**src/rtl/btn_cmd_scheduler.sv**
```systemverilog
// Button front end for the game datapath: synchronise, debounce, latch presses as
// sticky requests, and hand out at most one command per video frame.
module btn_cmd_scheduler #(
    parameter int DEBOUNCE_CYCLES = 500000,
    parameter int CNT_W           = 19
) (
    input  logic       clk,
    input  logic       rst_n,
    input  logic       btnR,
    input  logic       btnL,
    input  logic       btnM,
    input  logic       btnT,
    input  logic       frame_tick,
    input  logic       cmd_ready,
    output logic       cmd_valid,
    output logic [1:0] cmd_code,
    output logic [3:0] pending,
    output logic       dropped
);

    typedef enum logic {
        IDLE,
        ISSUE
    } stateT;

    localparam logic [CNT_W-1:0] CNT_MAX = CNT_W'(DEBOUNCE_CYCLES - 1);

    stateT            state;
    stateT            stateNext;
    logic [3:0]       rawBtn;
    logic [3:0]       syncA;
    logic [3:0]       syncB;
    logic [3:0]       level;
    logic [3:0]       levelD;
    logic [3:0]       press;
    logic [3:0]       clearMask;
    logic [CNT_W-1:0] debounceCnt [4];
    logic [1:0]       winner;
    logic             rrLast;
    logic             fire;
    logic             launch;

    // Bit order {T,M,R,L} matches both pending and the command encoding.
    assign rawBtn = {btnT, btnM, btnR, btnL};

    always_ff @(posedge clk or negedge rst_n) begin
        if (!rst_n) begin
            syncA <= '0;
            syncB <= '0;
        end else begin
            syncA <= rawBtn;
            syncB <= syncA;
        end
    end

    // A level is accepted only after an unbroken run of mismatching samples.
    always_ff @(posedge clk or negedge rst_n) begin
        if (!rst_n) begin
            level <= '0;
            for (int i = 0; i < 4; i++) begin
                debounceCnt[i] <= '0;
            end
        end else begin
            for (int i = 0; i < 4; i++) begin
                if (syncB[i] != level[i]) begin
                    if (debounceCnt[i] == CNT_MAX) begin
                        level[i]       <= syncB[i];
                        debounceCnt[i] <= '0;
                    end else begin
                        debounceCnt[i] <= debounceCnt[i] + 1'b1;
                    end
                end else begin
                    debounceCnt[i] <= '0;
                end
            end
        end
    end

    always_ff @(posedge clk or negedge rst_n) begin
        if (!rst_n) begin
            levelD <= '0;
        end else begin
            levelD <= level;
        end
    end

    assign press     = level & ~levelD;
    assign fire      = (state == ISSUE) && cmd_ready;
    assign launch    = (state == IDLE) && frame_tick && (pending != 4'b0000);
    assign clearMask = fire ? (4'b0001 << cmd_code) : 4'b0000;

    // A press landing on the cycle its own command completes re-arms the bit silently.
    always_ff @(posedge clk or negedge rst_n) begin
        if (!rst_n) begin
            pending <= '0;
            dropped <= 1'b0;
        end else begin
            pending <= (pending & ~clearMask) | press;
            dropped <= |(press & pending & ~clearMask);
        end
    end

    always_comb begin
        winner = 2'd0;
        if (pending[2]) begin
            winner = 2'd2;
        end else if (pending[3]) begin
            winner = 2'd3;
        end else if (pending[1] && pending[0]) begin
            winner = rrLast ? 2'd0 : 2'd1;
        end else if (pending[1]) begin
            winner = 2'd1;
        end else begin
            winner = 2'd0;
        end
    end

    always_ff @(posedge clk or negedge rst_n) begin
        if (!rst_n) begin
            cmd_code <= 2'd0;
            rrLast   <= 1'b0;
        end else begin
            if (launch) begin
                cmd_code <= winner;
            end
            if (fire && !cmd_code[1]) begin
                rrLast <= cmd_code[0];
            end
        end
    end

    always_ff @(posedge clk or negedge rst_n) begin
        if (!rst_n) begin
            state <= IDLE;
        end else begin
            state <= stateNext;
        end
    end

    always_comb begin
        stateNext = state;
        case (state)
            IDLE:    if (launch) stateNext = ISSUE;
            ISSUE:   if (cmd_ready) stateNext = IDLE;
            default: stateNext = IDLE;
        endcase
    end

    always_comb begin
        cmd_valid = (state == ISSUE);
    end

endmodule
```
**config.mk**
```make
export PLATFORM = sky130hd
export DESIGN_NAME = btn_cmd_scheduler
export DESIGN_NICKNAME = d
export VERILOG_FILES = /design/src/rtl/btn_cmd_scheduler.sv
export SDC_FILE = /design/constraint.sdc
export NUM_CORES = 1
export LEC_CHECK = 0
export BUFFER_PORTS_ARGS = -buffer_cell sky130_fd_sc_hd__buf_2
export CAP_MARGIN = 10
export CORE_MARGIN = 10
export CORE_UTILIZATION = 55
export DETAILED_ROUTE_END_ITERATION = 8
export PLACE_DENSITY = 0.72
export SYNTH_ARGS = -nofsm -noshare
export SYNTH_HDL_FRONTEND = slang
export SYNTH_SLANG_ARGS = --single-unit
```
**constraint.sdc**
```tcl
create_clock -name clk -period 2.05 [get_ports clk]
set_clock_uncertainty 0.05 [all_clocks]
set_input_delay 0 -clock clk [delete_from_list [all_inputs] [get_ports clk]]
set_output_delay 0 -clock clk [all_outputs]
set_load 0.02 [all_outputs]
```
==> results of run 1 <==
cells by family (layout without fill, tap and decap cells):
kind of cell,Yosys count,after routing,share of synthesized area
mux,4,4,0.00960
buf+inv,21,77,0.0219
compound gates,62,62,0.0824
flops,101,101,0.539
fa+ha+maj,4,4,0.0107
xor+xnor,49,49,0.0914
simple gates,210,210,0.246
synth_stat cells, types with 11 or more instances:
library cell	number	area [sq um]
o31ai_1	11	82.6
or3_1	16	100
nand4_1	20	125
or4_1	12	90.1
xnor2_1	21	184
nor2_1	55	206
nand3_1	26	130
xor2_1	28	245
o21ai_0	19	95.1
a21oi_1	24	120
dfrtp_1	101	2530
inv_1	12	45.0
and4_1	11	96.3
nand2_1	29	109
area by class of cell:
type	count	area [sq um]
tap	105	131
clock inverter	4	30.0
multi-input combinational	329	2120
fill	668	2840
sequential	101	2530
inverter	12	45.0
timing repair buffer	49	402
clock buffer	12	165
power by group through the flow:
stage	Combinational (mW)	Clock (mW)	Sequential (mW)
after detailed placement	0.415	0	2.23
final	0.418	1.21	2.19
after global placement	0.401	0	2.22
after CTS	0.427	1.25	2.19
after floorplan	0.174	0	2.26
after global routing	0.472	1.34	2.21
worst max-delay path: stages, from the launching register on:
cell and delay [ns]:
dfrtp_1 0.40, or4_4 0.53, or4_4 0.59, nor2_4 0.11, mux2_4 0.30
worst max-delay path by stage:
| stage | start | endpoint | slack (ns) | cells after the start |
|---|---|---|---|---|
| after CTS | debounceCnt[28]$_DFF_PN0_ | level[2]$_DFFE_PN0P_ | -0.03 | 4 |
| final | debounceCnt[11]$_DFF_PN0_ | level[3]$_DFFE_PN0P_ | -0.02 | 4 |
| after global placement | debounceCnt[33]$_DFF_PN0_ | level[2]$_DFFE_PN0P_ | -0.009 | 4 |
| after detailed placement | debounceCnt[33]$_DFF_PN0_ | level[2]$_DFFE_PN0P_ | -0.05 | 4 |
| after global routing | debounceCnt[11]$_DFF_PN0_ | debounceCnt[17]$_DFF_PN0_ | -0.06 | 5 |
| after floorplan | debounceCnt[31]$_DFF_PN0_ | level[2]$_DFFE_PN0P_ | -0.01 | 4 |
layer usage:
layer	up-vias	GRT usage
met1	1748	0.185
met2	41	0.227
met3	8	0.0389
li1	1716	-
met4	0	0.0482
met5	-	0
registers in the layout, summed over array words and instances, names as in the netlist:
register,cells
debounceCnt,76
cmd_valid,1
cmd_code,2
syncB,4
dropped,1
rrLast,1
levelD,4
pending,4
level,4
syncA,4
placed cells by master, fill, tap and decap left out, drive strengths merged, types with 5 or more instances in the layout:
| master | instances |
|---|---|
| dfrtp | 101 |
| nor2 | 55 |
| buf | 43 |
| nand2 | 29 |
| xor2 | 28 |
| nand3 | 26 |
| a21oi | 24 |
| o21ai | 23 |
| xnor2 | 21 |
| nand4 | 20 |
| or3 | 16 |
| or4 | 15 |
| inv | 13 |
| clkbuf | 12 |
| and4 | 11 |
| o31ai | 11 |
| and3 | 6 |
| nor4 | 6 |
| dlygate4sd3 | 6 |
| and2 | 5 |
through the flow:
stage | util | instances | cell area, sq um
after detailed placement | 0.618 | 590 | 5100
after global routing | 0.656 | 612 | 5420
after global placement | 0.618 | 590 | 5100
after CTS | 0.651 | 612 | 5380
after floorplan | - | 451 | 4690
final | 0.656 | 612 | 5420
what timing repair did:
action	CTS	global route
setup endpoints to repair	2	49
endpoints found under the hold margin	108	0
resized for setup	5	11
pin swaps	3	2
hold buffers	6	0
==> key figures, run 1 <==
Status
  – Status: finished, violations left
  – Failing checks: negative setup slack

CTS
  – Post-CTS Setup Repair Bufs: 0
  – Clock buffer depth: 2
  – CTS Buf Count: 9
  – Worst-path clk slew: 0.10 ns
  – Clk_lat worst skew: 0.36 ns
  – CTS Root Cell: clkbuf_8
  – CTS tree: built
  – H-tree depth: 3
  – Clock Sinks: 101

Pwr
  – Sequential power share: 0.575
  – Internal power: 2.78 mW
  – Final Power: 3.82 mW
  – Net Sw Frac: 0.271
  – VDD IR max: 0.000523 V
  – Combinational share of power: 0.110
  – Net Switching: 1.03 mW
  – P per Cell Area: 704 mW/mm^2
  – Leak: 2.31 nW
  – Clk pwr share: 0.316

Critical path
  – R2r endpoint: level[3]$_DFFE_PN0P_
  – CP arrival: 2.27 ns
  – Reg2Reg Depth: 4
  – Reg-to-Reg Start: debounceCnt[11]$_DFF_PN0_
  – Kind of critical path: reg -> reg
  – Crit end category: flip-flop
  – Critical Path RT: 2.25 ns
  – R2r setup slk: -0.02 ns
  – Setup crit start kind: flip-flop
  – CP max FO: 2

Layout
  – Antenna fix cells: 0
  – Nets: 514
  – Share of post-route cells with drive strength above 1: 0.164
  – Area Overhead vs Synth: 15.5%

STA
  – Setup TNS: -0.0458 ns
  – Slew @ Worst Pin: 0.418 ns
  – Min cycle time layout: 2.07 ns
  – Fmax: 482 MHz
  – Max-slew violations: 0
  – Normalized max-slew margin: 0.719
  – Final setup vio count: 4
  – RSZ-0062 raised after global routing: yes
  – Fin crit share: 1.01
  – Final hold vios: 0
  – Fin Hold WS: 0.0478 ns
  – Final setup margin: -0.0230 ns

Floorplanning
  – Starting Density: 0.568
  – Die width: 112 um
  – I/O Pins: 16
  – Site Rows: 33
  – Die ar.: 0.0126 sq mm
  – Die height: 112 um
  – CORE AREA: 0.00826 sq mm

Drt
  – DR top layer: met4
  – Post-DR vias/cell: 5.74
  – DRT met1 WL: 4150 um
  – Initial drt markers: 167
  – Met3 WL: 301 um
  – Routed WL per cell: 14.5 um
  – TritonRoute pass-1 iters: 5
  – Via count: 3513
  – Post-route antenna net violation count: 0
  – Routed met2 length: 4340 um
  – DRC viols: 0
  – Final wirelength: 8880 um

GRT
  – Vias in the first global route: 3361
  – Gr ovfl total: 0
  – Largest net degree at the start of global routing: 50
  – First-pass GRT wire length: 15300 um
  – GRT Resource Usage Total: 0.143
  – Antenna violations before repair: 0

Placement
  – Port bufs: 15
  – Setup WS pre-CTS: -0.0526 ns
  – GPL Wtd Cong: 0.824
  – Hpwl dp: 6300 um

Yosys
  – Cell area after synthesis: 0.00469 sq mm
  – Syn_nets: 463
  – Fraction of registers with async set/reset: 1.00
  – Number of synthesized flops with an enable pin: 0
  – Synth warnings: 0
  – Seq/Total Area, Yosys: 0.539
  – Post-Syn Area per Cell: 10.4 sq um
  – Top_reg_cell synth: dfrtp_1
  – Unique cell type count in the Yosys netlist: 39
  – Synth Instances: 451
  – Number of synthesized register bits: 101

Worst hold path
  – Worst Hold Class: in -> async

Flow run
  – Max-Cap Viols: 0
No activity file was read; power rests on OpenSTA's default activity.
==> inputs of run 2 (changes only) <==
--- a/config.mk
+++ b/config.mk
@@ -14,3 +14,4 @@
 export SYNTH_ARGS = -nofsm -noshare
 export SYNTH_HDL_FRONTEND = slang
 export SYNTH_SLANG_ARGS = --single-unit
+export TNS_END_PERCENT = 10
==> run 2 against run 1 <==
Effect of this change:
- the run still ends with negative setup slack left
- clock power is essentially flat
- critical path depth is the same
- design area decreased by 0.35%
- global-route usage unchanged
- cell count is the same
- hold slack got worse by 0.0022 ns
- utilization shrank 0.23 points
- via count grew 0.28%
- power about the same
- non-clock buffer count stayed put
- first-iteration DRC count up 13%
- sequential power barely moved
- critical endpoint unchanged
==> key figures, run 2 (same netlist as run 1, synthesis figures left out) <==
Placement
  – Port bufs: 15
  – Hpwl dp: 6300 um
  – GPL Wtd Cong: 0.824
  – Placed Cells: 590
  – Placed cell area: 0.00510 sq mm
  – Setup WS pre-CTS: -0.0526 ns

CTS
  – CTS tree: built
  – Clk_lat worst skew: 0.36 ns
  – CTS Root Cell: clkbuf_8
  – Clock Sinks: 101
  – CTS Buf Count: 9
  – Clock buffer depth: 2
  – H-tree depth: 3
  – Worst-path clk slew: 0.10 ns

Worst hold path
  – Worst Hold Class: in -> async

STA
  – Max-slew violations: 0
  – Min cycle time layout: 2.10 ns
  – Final setup margin: -0.0512 ns
  – Final hold vios: 0
  – RSZ-0062 raised after global routing: yes
  – Fmax: 476 MHz
  – Final setup vio count: 4
  – Slew @ Worst Pin: 0.418 ns
  – Normalized max-slew margin: 0.719
  – Fin crit share: 1.02

GRT
  – Grt peak-use layer: met2
  – Met2 usage: 0.227
  – Antenna violations before repair: 0
  – Largest net degree at the start of global routing: 50
  – Routing usage on met1: 0.185
  – GRT Resource Usage Total: 0.143
  – First-pass GRT wire length: 15300 um
  – Gr ovfl total: 0
  – Vias in the first global route: 3361
  – Met3 usage: 0.0389

Critical path
  – Max incr delay on CP: 0.59 ns
  – Slowest library cell on the worst path: or4_4
  – Crit path top cell by count: or4_4
  – CP arrival: 2.30 ns
  – R2r endpoint: level[3]$_DFFE_PN0P_
  – Crit end category: flip-flop
  – Reg2Reg Depth: 4
  – R2r setup slk: -0.05 ns
  – CP max FO: 2
  – Critical Path RT: 2.25 ns
  – Setup crit start kind: flip-flop
  – Reg-to-Reg Start: debounceCnt[12]$_DFF_PN0_
  – Kind of critical path: reg -> reg
  – Worst path cell trace: or4_4 -> or4_4 -> nor2_4 -> mux2_4

Pwr
  – P per Cell Area: 707 mW/mm^2
  – VDD IR max: 0.000521 V
  – Final Power: 3.82 mW
  – Leak: 2.31 nW

Layout
  – Area Overhead vs Synth: 15.1%
  – Design area: 0.00540 sq mm
  – Max reg flops: 76
  – Share of post-route cells with drive strength above 1: 0.158
  – Reg with most FFs: debounceCnt
  – Antenna fix cells: 0
  – Most frequent cells in the layout: dfrtp_1, nor2_1, nand2_1
  – Final cell count without fillers: 612
  – Fill count: 669
  – Nets: 514
  – Most common cell after layout, fill and taps aside: dfrtp_1
  – Fin util: 0.654

Floorplanning
  – Die width: 112 um
  – Die height: 112 um
  – Starting Density: 0.568
  – I/O Pins: 16
  – Die ar.: 0.0126 sq mm
  – CORE AREA: 0.00826 sq mm
  – Site Rows: 33

Drt
  – TritonRoute pass-1 iters: 4
  – DRC viols: 0
  – Post-route antenna net violation count: 0
  – Final wirelength: 8840 um
  – Routed WL per cell: 14.4 um
  – Initial drt markers: 188
  – Via count: 3523
  – Post-DR vias/cell: 5.76

Status
  – Status: finished, violations left
  – Failing checks: negative setup slack

Flow run
  – Max-Cap Viols: 0
[run 2: area by class of cell]
type	count	area, sq um	area share
Clock buffer	12	165	0.0306
Clock inverter	4	30.0	0.00556
Inverter	12	45.0	0.00834
Multi-Input combinational cell	329	2100	0.389
Sequential cell	101	2530	0.468
Tap cell	105	131	0.0243
Timing Repair Buffer	49	398	0.0737
[run 2: per-layer routing]
| metal | vias to the layer above | part of all wire |
|---|---|---|
| met5 | - | 0 |
| met4 | 0 | 0.017 |
| met3 | 16 | 0.030 |
| met2 | 48 | 0.48 |
| met1 | 1744 | 0.47 |
| li1 | 1715 | - |
[run 2: worst max path at each step]
stage | from | end | slack (ns) | cells past startpoint
floorplan | debounceCnt[31]$_DFF_PN0_ | level[2]$_DFFE_PN0P_ | -0.01 | 4
global placement | debounceCnt[33]$_DFF_PN0_ | level[2]$_DFFE_PN0P_ | -0.009 | 4
detailed placement | debounceCnt[33]$_DFF_PN0_ | level[2]$_DFFE_PN0P_ | -0.05 | 4
CTS | debounceCnt[28]$_DFF_PN0_ | level[2]$_DFFE_PN0P_ | -0.03 | 4
global route | debounceCnt[12]$_DFF_PN0_ | level[3]$_DFFE_PN0P_ | -0.08 | 4
finish | debounceCnt[12]$_DFF_PN0_ | level[3]$_DFFE_PN0P_ | -0.05 | 4
[run 2: stage by stage]
| stage | hold WS [ns] | TNS, ns |
|---|---|---|
| detailed placement | -0.100 | -0.0614 |
| finish | 0.0456 | -0.0771 |
| global placement | -0.103 | -0.00863 |
| CTS | 0.0297 | -0.0538 |
| global route | 0.0545 | -1.32 |
| floorplan | -0.346 | -0.0132 |
[run 2: timing repair]
item / in CTS / in global routing
setup endpoints to repair: 2 / 49
hold endpoints to repair: 108 / 0
gates resized for setup: 4 / 7
cloned: 0 / 0
buffers inserted: 0 / 0
pin swaps: 3 / 5
hold buffers: 6 / 0
[run 2: critical path, delay by kind of cell (launching register included)]
family	cells	cell delay (ns)
simple gates	3	1.25
mux	1	0.30
flops	1	0.40
[run 2: power by group]
| group | leakage [nW] | switching (mW) | internal (mW) |
|---|---|---|---|
| clock | 0.0990 | 0.662 | 0.546 |
| sequential | 1.37 | 0.111 | 2.08 |
| combinational | 0.836 | 0.262 | 0.155 |
| total | 2.31 | 1.03 | 2.78 |
==> inputs of run 3 (changes only) <==
--- a/config.mk
+++ b/config.mk
@@ -9,6 +9,7 @@
 export CAP_MARGIN = 10
 export CORE_MARGIN = 10
 export CORE_UTILIZATION = 55
+export CTS_BUF_LIST = sky130_fd_sc_hd__clkbuf_4
 export DETAILED_ROUTE_END_ITERATION = 8
 export PLACE_DENSITY = 0.72
 export SYNTH_ARGS = -nofsm -noshare
==> run 3 against run 2 <==
Effect of this change:
- the run still ends with negative setup slack left
- routed wire length shrank 0.94%
- non-clock buffer count grew 4
- sequential power is essentially flat
- critical path type unchanged
==> key figures, run 3 (same netlist as run 1, synthesis figures left out) <==
Status
  – Status: finished, violations left
  – Failing checks: negative setup slack

GRT
  – Largest net degree at the start of global routing: 50
  – Gr ovfl total: 0
  – Antenna violations before repair: 0
  – First-pass GRT wire length: 15400 um
  – Vias in the first global route: 3401
  – GRT Resource Usage Total: 0.142

Drt
  – Post-DR vias/cell: 5.71
  – Initial drt markers: 164
  – Via count: 3517
  – DRC viols: 0
  – Post-route antenna net violation count: 0
  – TritonRoute pass-1 iters: 5
  – Routed WL per cell: 14.2 um
  – Final wirelength: 8760 um

Layout
  – Antenna fix cells: 0
  – Reg with most FFs: debounceCnt
  – Most common cell after layout, fill and taps aside: dfrtp_1
  – Most frequent cells in the layout: dfrtp_1, nor2_1, nand2_1
  – Design area: 0.00537 sq mm
  – Area Overhead vs Synth: 14.5%
  – Nets: 518
  – Max reg flops: 76
  – Fin util: 0.651
  – Share of post-route cells with drive strength above 1: 0.157

Critical path
  – CP max FO: 2
  – Kind of critical path: reg -> reg
  – Max incr delay on CP: 0.59 ns
  – Crit end category: flip-flop
  – Worst path cell trace: or4_4 -> or4_4 -> nor2_4 -> mux2_4
  – CP arrival: 2.36 ns
  – Crit path top cell by count: or4_4
  – Critical Path RT: 2.33 ns
  – Slowest library cell on the worst path: or4_4
  – Setup crit start kind: flip-flop

CTS
  – Clock Sinks: 101
  – Post-CTS Setup Repair Bufs: 0
  – CTS Root Cell: clkbuf_4
  – CTS Buf Count: 9
  – Clock buffer depth: 2
  – Worst-path clk slew: 0.15 ns
  – Clk_lat worst skew: 0.43 ns
  – CTS tree: built
  – H-tree depth: 3

STA
  – Min cycle time layout: 2.08 ns
  – Final setup margin: -0.0305 ns
  – RSZ-0062 raised after global routing: yes
  – Slew @ Worst Pin: 0.336 ns
  – Normalized max-slew margin: 0.774
  – Fmax: 481 MHz
  – Max-slew violations: 0
  – Final setup vio count: 6
  – Final hold vios: 0
  – Fin crit share: 1.01
  – Setup TNS: -0.0565 ns

Floorplanning
  – CORE AREA: 0.00826 sq mm
  – Die width: 112 um
  – Site Rows: 33
  – Die height: 112 um
  – Starting Density: 0.568
  – Die ar.: 0.0126 sq mm
  – I/O Pins: 16

Worst hold path
  – Worst Hold Class: in -> reg

Pwr
  – P per Cell Area: 652 mW/mm^2
  – VDD IR max: 0.000540 V
  – Leak: 2.29 nW

Flow run
  – Max-Cap Viols: 0

Placement
  – Placed cell area: 0.00510 sq mm
  – Hpwl dp: 6300 um
  – Setup WS pre-CTS: -0.0526 ns
  – GPL Wtd Cong: 0.824
  – Port bufs: 15
run 3: cell count changes in the layout (fill, tap and decap cells not counted), sizes merged:
cell	previous run	this run
clkbuf	12	9
clkinv	2	5
dlygate4sd3	6	9
buf	43	44
run 3: critical path, delay by kind of cell, from the launching register on:
family / cells / cell delay [ns]
AND/OR/NAND/NOR: 3 / 1.23
flip-flops: 1 / 0.42
multiplexers: 1 / 0.30
run 3: final timing paths:
kind | from | to | slack, ns | cells after the start
min reg2reg | syncA[0]$_DFF_PN0_ | syncB[0]$_DFF_PN0_ | 0.31 | 0
max in group asynchronous | rst_n | syncA[0]$_DFF_PN0_ | 1.05 | 4
min in group asynchronous | rst_n | dropped$_DFF_PN0_ | 0.57 | 4
max | debounceCnt[11]$_DFF_PN0_ | level[3]$_DFFE_PN0P_ | -0.03 | 4
min | btnT | syncA[3]$_DFF_PN0_ | 0.15 | 2
max reg2reg | debounceCnt[11]$_DFF_PN0_ | level[3]$_DFFE_PN0P_ | -0.03 | 4
run 3: power by group:
part	total (mW)	internal, mW	switching [mW]
sequential	2.19	2.08	0.113
combinational	0.446	0.177	0.269
clock	0.860	0.243	0.617
total	3.50	2.50	0.998
run 3: routing by layer:
metal,vias to the layer above,track usage,wire length [um]
met1,1731,0.184,4090
met3,9,0.0373,317
li1,1728,-,-
met2,49,0.227,4250
met5,-,0,0
met4,0,0.0465,97
run 3: stage by stage:
step                hold WS (ns)  power (mW)  std cells
floorplan                 -0.346        2.44        451
global placement          -0.103        2.62        590
detailed placement        -0.100        2.64        590
CTS                      0.00678        3.55        615
global route               0.104        3.71        616
finish                     0.154        3.50        616
run 3: what timing repair did:
item,CTS,global route
setup endpoints to repair,3,52
gates resized for setup,4,9
pin swaps,3,4
hold endpoints to repair,112,5
hold buffers,9,1
run 3: cell type report:
cell class / count / area [sq um]
Clock inverter: 7 / 41.3
Timing Repair Buffer: 53 / 448
Sequential cell: 101 / 2530
Multi-Input combinational cell: 329 / 2110
Fill cell: 677 / 2890
Clock buffer: 9 / 67.6
Tap cell: 105 / 131
Inverter: 12 / 45.0
